`src/rtl/alu_stage.sv`:
```
// alu_stage: a 32-bit ADD/SUB/AND/ORR ALU whose results go into a
// 2-entry in-order output buffer with a valid/ready handshake on both sides.
// The architectural NZCV register loads the flags of entries that have their
// set-flags bit, at the moment they leave the buffer.
module alu_stage (
    input  logic        clk,
    input  logic        reset,
    input  logic        in_valid,
    output logic        in_ready,
    input  logic [31:0] SrcA,
    input  logic [31:0] SrcB,
    input  logic [1:0]  ALUControl,
    input  logic        S,
    output logic        out_valid,
    input  logic        out_ready,
    output logic [31:0] ALUResult,
    output logic [3:0]  ALUFlags,
    output logic [3:0]  Flags
);

    // Buffer occupancy; FULL blocks upstream, EMPTY hides the outputs.
    typedef enum logic [1:0] {
        EMPTY = 2'd0,
        ONE   = 2'd1,
        FULL  = 2'd2
    } occ_e;

    occ_e        state_q, state_d;
    logic        wrPtr_q, wrPtr_d;
    logic        rdPtr_q, rdPtr_d;
    logic [3:0]  archFlags_q, archFlags_d;

    logic [31:0] resultMem_q [2];
    logic [3:0]  flagsMem_q  [2];
    logic        sMem_q      [2];

    logic [31:0] effB;
    logic [32:0] sum;
    logic [31:0] aluRes;
    logic        carry;
    logic        overflow;
    logic [3:0]  aluFlags;

    logic        accept;
    logic        pop;

    // SUB reuses the adder as SrcA + ~SrcB + 1, so C means "no borrow".
    always_comb begin
        effB     = ALUControl[0] ? ~SrcB : SrcB;
        sum      = {1'b0, SrcA} + {1'b0, effB} + {32'd0, ALUControl[0]};
        aluRes   = sum[31:0];
        carry    = 1'b0;
        overflow = 1'b0;
        case (ALUControl)
            2'b00, 2'b01: begin
                aluRes   = sum[31:0];
                carry    = sum[32];
                overflow = (SrcA[31] == effB[31]) && (sum[31] != SrcA[31]);
            end
            2'b10: aluRes = SrcA & SrcB;
            2'b11: aluRes = SrcA | SrcB;
        endcase
        aluFlags = {aluRes[31], (aluRes == 32'd0), carry, overflow};
    end

    // in_ready is held low while reset is asserted, even though the state is EMPTY.
    assign in_ready  = reset && (state_q != FULL);
    assign out_valid = (state_q != EMPTY);
    assign accept    = in_valid && in_ready;
    assign pop       = out_valid && out_ready;

    // Occupancy, pointer and architectural-flag next-state logic.
    always_comb begin
        state_d     = state_q;
        wrPtr_d     = wrPtr_q ^ accept;
        rdPtr_d     = rdPtr_q ^ pop;
        archFlags_d = archFlags_q;
        case (state_q)
            EMPTY: begin
                if (accept) state_d = ONE;
            end
            ONE: begin
                if (accept && !pop)      state_d = FULL;
                else if (!accept && pop) state_d = EMPTY;
                else                     state_d = ONE;
            end
            FULL: begin
                if (pop) state_d = ONE;
            end
            default: state_d = EMPTY;
        endcase
        if (pop && sMem_q[rdPtr_q]) archFlags_d = flagsMem_q[rdPtr_q];
    end

    // Control state; reset drops any buffered entries without touching Flags from them.
    always_ff @(posedge clk or negedge reset) begin
        if (!reset) begin
            state_q     <= EMPTY;
            wrPtr_q     <= 1'b0;
            rdPtr_q     <= 1'b0;
            archFlags_q <= 4'd0;
        end else begin
            state_q     <= state_d;
            wrPtr_q     <= wrPtr_d;
            rdPtr_q     <= rdPtr_d;
            archFlags_q <= archFlags_d;
        end
    end

    // Buffer storage; entries are cleared on reset so the outputs read zero.
    always_ff @(posedge clk or negedge reset) begin
        if (!reset) begin
            for (int i = 0; i < 2; i++) begin
                resultMem_q[i] <= 32'd0;
                flagsMem_q[i]  <= 4'd0;
                sMem_q[i]      <= 1'b0;
            end
        end else if (accept) begin
            resultMem_q[wrPtr_q] <= aluRes;
            flagsMem_q[wrPtr_q]  <= aluFlags;
            sMem_q[wrPtr_q]      <= S;
        end
    end

    assign ALUResult = resultMem_q[rdPtr_q];
    assign ALUFlags  = flagsMem_q[rdPtr_q];
    assign Flags     = archFlags_q;

endmodule

```
`config.mk`:
```
export PLATFORM = sky130hd
export DESIGN_NAME = alu_stage
export DESIGN_NICKNAME = d
export VERILOG_FILES = /design/src/rtl/alu_stage.sv
export SDC_FILE = /design/constraint.sdc
export NUM_CORES = 1
export LEC_CHECK = 0
export CORE_MARGIN = 2
export CORE_UTILIZATION = 59
export CTS_CLUSTER_DIAMETER = 50
export DETAILED_ROUTE_END_ITERATION = 7
export GPL_TIMING_DRIVEN = 1
export PLACE_DENSITY = 0.95
export SLEW_MARGIN = 15
export SYNTH_ARGS = -nofsm -noshare
export SYNTH_HDL_FRONTEND = slang
export SYNTH_SLANG_ARGS = --single-unit
```
`constraint.sdc`:
```
create_clock -name clk -period 2.8 [get_ports clk]
set_input_delay 0.7 -clock clk [delete_from_list [all_inputs] [get_ports clk]]
set_output_delay 0.7 -clock clk [all_outputs]
set_load 0.1 [all_outputs]
```
==> flow_summary_export.csv, run 1 <==
group,metric,value,unit
run_status,outcome,"stopped before the end",
run_status,fail_step,"4_1_cts",
run_status,stop_error,"[ERROR DPL-0038] Utilization greater than 100%, impossible to legalize",
clock_tree,post-cts-setup-buffers,48,
synthesis,simple_logic_cell_fraction_of_the_synthesized_area,0.155,
synthesis,synth-adder-area-share,0.100,
synthesis,ys_warn_count,0,
placement,gp_routability_congestion,1.00,
synthesis,synthesis.instances,767,
synthesis,synth.mux.area_fraction,0.120,
synthesis,netlist_top_cells_area,"sky130_fd_sc_hd__dfrtp_1, sky130_fd_sc_hd__mux2_2, sky130_fd_sc_hd__ha_1, sky130_fd_sc_hd__a21oi_1, sky130_fd_sc_hd__nor2_1",
clock_tree,clock_sinks,80,
clock_tree,post_cts_resized,238,
clock_tree,cts-root-to-sink-buffers,2,
clock_tree,ctsHoldBuffers,0,
synthesis,synth-seq-cells,80,
floorplan,fp.dieW,111,um
synthesis,synth_area_leader_cell,"sky130_fd_sc_hd__dfrtp_1",
synthesis,dominant_combinational_cell_family_by_area_after_synthesis,"compound AO/OA/AOI/OAI gates",
clock_tree,numCtsBuffers,9,
placement,place_inst,1167,
synthesis,post_synth_xor_area_fraction,0.0560,
synthesis,syn-num-nets,873,
floorplan,placementRows,38,
floorplan,initial_core_util,0.613,
clock_tree,root_buffer,"sky130_fd_sc_hd__clkbuf_16",
floorplan,pin_count,113,
synthesis,synth_area,0.00673,sq mm
synthesis,synth_compound_gate_area_share,0.229,
synthesis,number_of_enable_type_register_cells_in_the_synthesized_netlist,0,
synthesis,asyncSetResetFlopFracSynth,1.00,
clock_tree,ctsHtreeMaxLevel,3,
synthesis,synth_seq_area_share,0.298,
floorplan,chipHeight,111,um
placement,detail_placement_hpwl,20.5,mm
synthesis,synth.lib_cells_used.distinct,77,
placement,portBuffers,112,
synthesis,netlist.area_leader.share,0.298,
synthesis,synthFlopType,"sky130_fd_sc_hd__dfrtp_1",
synthesis,synth_area_per_cell,8.77,sq um
## stage by stage
step / instance area, sq um / setup TNS [ps] / setup slack, ps / hold slack [ps]
2_1_floorplan: 7010 / -18880 / -760 / 404
3_5_place_dp: 9880 / -47410 / -1230 / 496
3_3_place_gp: 9880 / -32100 / -937 / 475
## synth_stat cells (all sizes together), types with 9 or more instances
library cell  number
o211ai            10
xor2              32
nand4             16
maj3              23
a211oi            10
ha                34
inv               19
mux2              59
o21ai             43
xnor2             11
nor3              11
nand2             54
mux2i             13
nand3             14
o21a               9
dfrtp             80
buf               21
nor2              85
clkbuf            28
a21oi             92
nor4               9
## cell families after synthesis
group	after synthesis
AOI/OAI and AO/OA	226
and+or+nand+nor	220
DFF	80
muxes	72
buffers and inverters	68
adders and majority gates	58
xor gates and xnor gates	43
==> run 2, diff against run 1 <==
--- a/config.mk
+++ b/config.mk
@@ -6,11 +6,10 @@
 export NUM_CORES = 1
 export LEC_CHECK = 0
 export CORE_MARGIN = 2
-export CORE_UTILIZATION = 59
-export CTS_CLUSTER_DIAMETER = 50
+export CORE_UTILIZATION = 40
 export DETAILED_ROUTE_END_ITERATION = 7
 export GPL_TIMING_DRIVEN = 1
-export PLACE_DENSITY = 0.95
+export PLACE_DENSITY_LB_ADDON = 0.15
 export SLEW_MARGIN = 15
 export SYNTH_ARGS = -nofsm -noshare
 export SYNTH_HDL_FRONTEND = slang
==> run 2 against run 1 <==
Compared with the run above: the flow now finishes, with violations (negative setup slack); synthesized area stayed put; synthesized cell count stayed put.
==> flow_summary_export.csv, run 2 <==
group,metric,value,unit
run_status,outcome,"finished, violations left",
run_status,violations,"negative setup slack",
synthesis,dominant_combinational_cell_family_by_area_after_synthesis,"compound AO/OA/AOI/OAI gates",
routing,detail_route.wl_per_cell,18.0,um
routing,vias,7178,
synthesis,synth_area,0.00673,sq mm
synthesis,netlist_top_cells_area,"sky130_fd_sc_hd__dfrtp_1, sky130_fd_sc_hd__mux2_2, sky130_fd_sc_hd__ha_1, sky130_fd_sc_hd__a21oi_1, sky130_fd_sc_hd__nor2_1",
clock_tree,clk_pin_slew,50,ps
global_route,grt_start_max_net_pins,81,
pwr,share_clk_of_total_power,0.089,
critical_path,timing.critical_path.fanout_max,3,
cells_and_area,max_reg_flops,64,
pwr,cellPowerDensity,995,mW/mm^2
synthesis,synthFlopType,"sky130_fd_sc_hd__dfrtp_1",
sta,worst_slew_pin_slew,1010,ps
cells_and_area,final_core_util,0.713,
critical_path,setup.worst_path.start_class,"primary input",
clock_tree,root_buffer,"sky130_fd_sc_hd__clkbuf_16",
synthesis,simple_logic_cell_fraction_of_the_synthesized_area,0.155,
placement,detailed_place.area,0.0100,sq mm
synthesis,asyncSetResetFlopFracSynth,1.00,
routing,wl,23.5,mm
routing,drc_errors,0,
sta,layout_setup_ws,-404,ps
sta,grt_setup_unrepaired,"true",
synthesis,syn-num-nets,873,
critical_path,cp_data_required_time,3050,ps
min_path,hold_path_class,"reg -> reg",
synthesis,post_synth_xor_area_fraction,0.0560,
floorplan,placementRows,47,
clock_tree,clock_sinks,80,
global_route,antenna_found_initial,0,
clock_tree,numCtsBuffers,9,
placement,detail_placement_hpwl,16.9,mm
floorplan,pin_count,113,
sta,maxClockFrequency,312,MHz
placement,portBuffers,112,
clock_tree,ctsHoldBuffers,0,
global_route,globalRoute.totalOverflow,0,
synthesis,synthesis.instances,767,
synthesis,ys_warn_count,0,
floorplan,die_area,0.0179,sq mm
floorplan,initial_core_util,0.407,
routing,drt_iter0_drcs,399,
cells_and_area,postLayoutCellArea,0.0118,sq mm
synthesis,synth_seq_area_share,0.298,
floorplan,fp.dieW,134,um
run,maxCapViolations,0,
synthesis,synth_compound_gate_area_share,0.229,
synthesis,netlist.area_leader.share,0.298,
pwr,switching_portion_of_total_power,0.506,
synthesis,synth-seq-cells,80,
global_route,grt_pass1_wl,37.1,mm
synthesis,number_of_enable_type_register_cells_in_the_synthesized_netlist,0,
placement,gp_routability_congestion,0.904,
routing,vias_per_cell,5.50,
synthesis,synth_area_per_cell,8.77,sq um
routing,drt-pass1-iter-count,5,
synthesis,synthMostInstantiatedCell,"sky130_fd_sc_hd__nor2_1",
synthesis,synth.cells.most_frequent,"sky130_fd_sc_hd__nor2_1, sky130_fd_sc_hd__a21oi_1, sky130_fd_sc_hd__dfrtp_1",
synthesis,synth.lib_cells_used.distinct,77,
sta,period_minus_slack,3200,ps
pwr,p_sw,5.93,mW
clock_tree,ctsHtreeMaxLevel,3,
synthesis,synth.mux.area_fraction,0.120,
pwr,p_leak,4.94,nW
cells_and_area,most-common-layout-cells,"sky130_fd_sc_hd__buf_4, sky130_fd_sc_hd__dfrtp_1, sky130_fd_sc_hd__nor2_1",
sta,report.final.slew_viol_count,0,
sta,final-hold-violation-count,0,
global_route,grtUsageTotal,0.257,
cells_and_area,layout-area-overhead-vs-synth,75.2,%
sta,timing.final.crit_share,1.14,
routing,drt.antenna.violating_nets,0,
synthesis,synth-adder-area-share,0.100,
pwr,comb_power_share,0.742,
floorplan,chipHeight,134,um
pwr,irDropWorstVdd,1.29,mV
sta,clock-skew-final,3.61,ps
clock_tree,clk-insertion-delay-late,330,ps
clock_tree,tritoncts_clock_tree,"done",
cells_and_area,antenna_cells,0,
critical_path,crit_path_category,"in -> reg",
global_route,vias_in_the_first_global_route,7333,
placement,placement.setup.worst_slack,-1150,ps
sta,setup_viol_count_final,40,
clock_tree,cts-root-to-sink-buffers,2,
cells_and_area,regMostFlops,"resultMem_q",
cells_and_area,layout.cells.most_common,"sky130_fd_sc_hd__buf_4",
critical_path,end_kind,"flop",
synthesis,synth_area_leader_cell,"sky130_fd_sc_hd__dfrtp_1",
cells_and_area,final_layout_size_suffix_gt1_frac,0.502,
pwr,power.sequential.fraction,0.169,
cells_and_area,final_net_count,1190,
sta,max-slew-margin-rel,0.324,
pwr,internal_power,5.80,mW
critical_path,cp.arrival,3460,ps
floorplan,core_region_area,0.0165,sq mm
## run 2: worst max-delay path, cell delays in order
cell                              delay (ps)
sky130_fd_sc_hd__clkdlybuf4s15_1         240
sky130_fd_sc_hd__mux2i_4                 230
sky130_fd_sc_hd__fa_2                    380
sky130_fd_sc_hd__nor2b_4                 170
sky130_fd_sc_hd__o31ai_4                  80
sky130_fd_sc_hd__buf_4                   140
sky130_fd_sc_hd__a2111o_1                480
sky130_fd_sc_hd__a31oi_4                 260
sky130_fd_sc_hd__xnor2_2                 140
sky130_fd_sc_hd__a21oi_2                  80
sky130_fd_sc_hd__nor4_2                  230
sky130_fd_sc_hd__nand4b_1                160
sky130_fd_sc_hd__o21ai_1                 160
## run 2: timing repair
action	4_1_cts	5_1_grt
pin swaps	114	57
gates cloned	0	1
buffers inserted	33	12
resized for setup	182	80
endpoints found under the setup margin	54	52
hold endpoints to repair	0	0
## run 2: power by group through the flow
stage | Sequential (mW) | Clock [mW] | Combinational (mW)
2_1_floorplan | 2.03 | 0 | 4.99
3_3_place_gp | 1.94 | 0 | 7.96
3_5_place_dp | 1.99 | 0 | 8.06
4_1_cts | 1.98 | 1.06 | 8.48
5_1_grt | 2.05 | 1.11 | 9.05
6_report | 1.99 | 1.04 | 8.70
## run 2: layout make-up
class	instances	area, sq um
flip-flops and latches	80	2000
well taps	220	275
repair buffers	355	3450
clock buffers	12	256
multi-input cells	619	5720
fillers	1183	4740
clock inverters	1	5.00
inverters	19	71.3
## run 2: path summary, 6_finish.rpt
path | from | endpoint | slack [ps] | cells after the start
max | SrcB[0] | flagsMem_q[2] | -400 | 13
min | flagsMem_q[6] | flagsMem_q[6] | 500 | 2
max reg2reg | state_q[0] | resultMem_q[32] | 870 | 5
min reg2reg | flagsMem_q[6] | flagsMem_q[6] | 500 | 2
max in group asynchronous | reset | resultMem_q[11] | 1500 | 2
min in group asynchronous | reset | state_q[0] | 650 | 2
## run 2: metal layers
metal / vias up / global-route usage / part of all wire
met2: 208 / 0.463 / 0.51
met4: 0 / 0.0656 / 0.021
met3: 41 / 0.0365 / 0.042
met1: 3485 / 0.321 / 0.42
met5: - / 0 / 0
li1: 3444 / - / -
## run 2: logic make-up (layout without fill, tap and decap cells)
| logic type | count (synthesis) | in the layout |
|---|---|---|
| AOI/OAI and AO/OA | 226 | 226 |
| and+or+nand+nor | 220 | 220 |
| DFF | 80 | 80 |
| buffers and inverters | 68 | 387 |
| muxes | 72 | 72 |
| adders and majority gates | 58 | 58 |
| xor gates and xnor gates | 43 | 43 |
## run 2: through the flow
| stage | TNS (ps) | hold WS (ps) | power (mW) | cells |
|---|---|---|---|---|
| 4_1_cts | -5230 | 501 | 11.5 | 1296 |
| 2_1_floorplan | -18880 | 404 | 7.02 | 767 |
| 6_report | -5560 | 501 | 11.7 | 1306 |
| 3_3_place_gp | -35020 | 474 | 9.89 | 1252 |
| 3_5_place_dp | -38600 | 487 | 10.0 | 1252 |
| 5_1_grt | -9040 | 512 | 12.2 | 1306 |
Note: power is estimated with default switching activity, not from simulation.
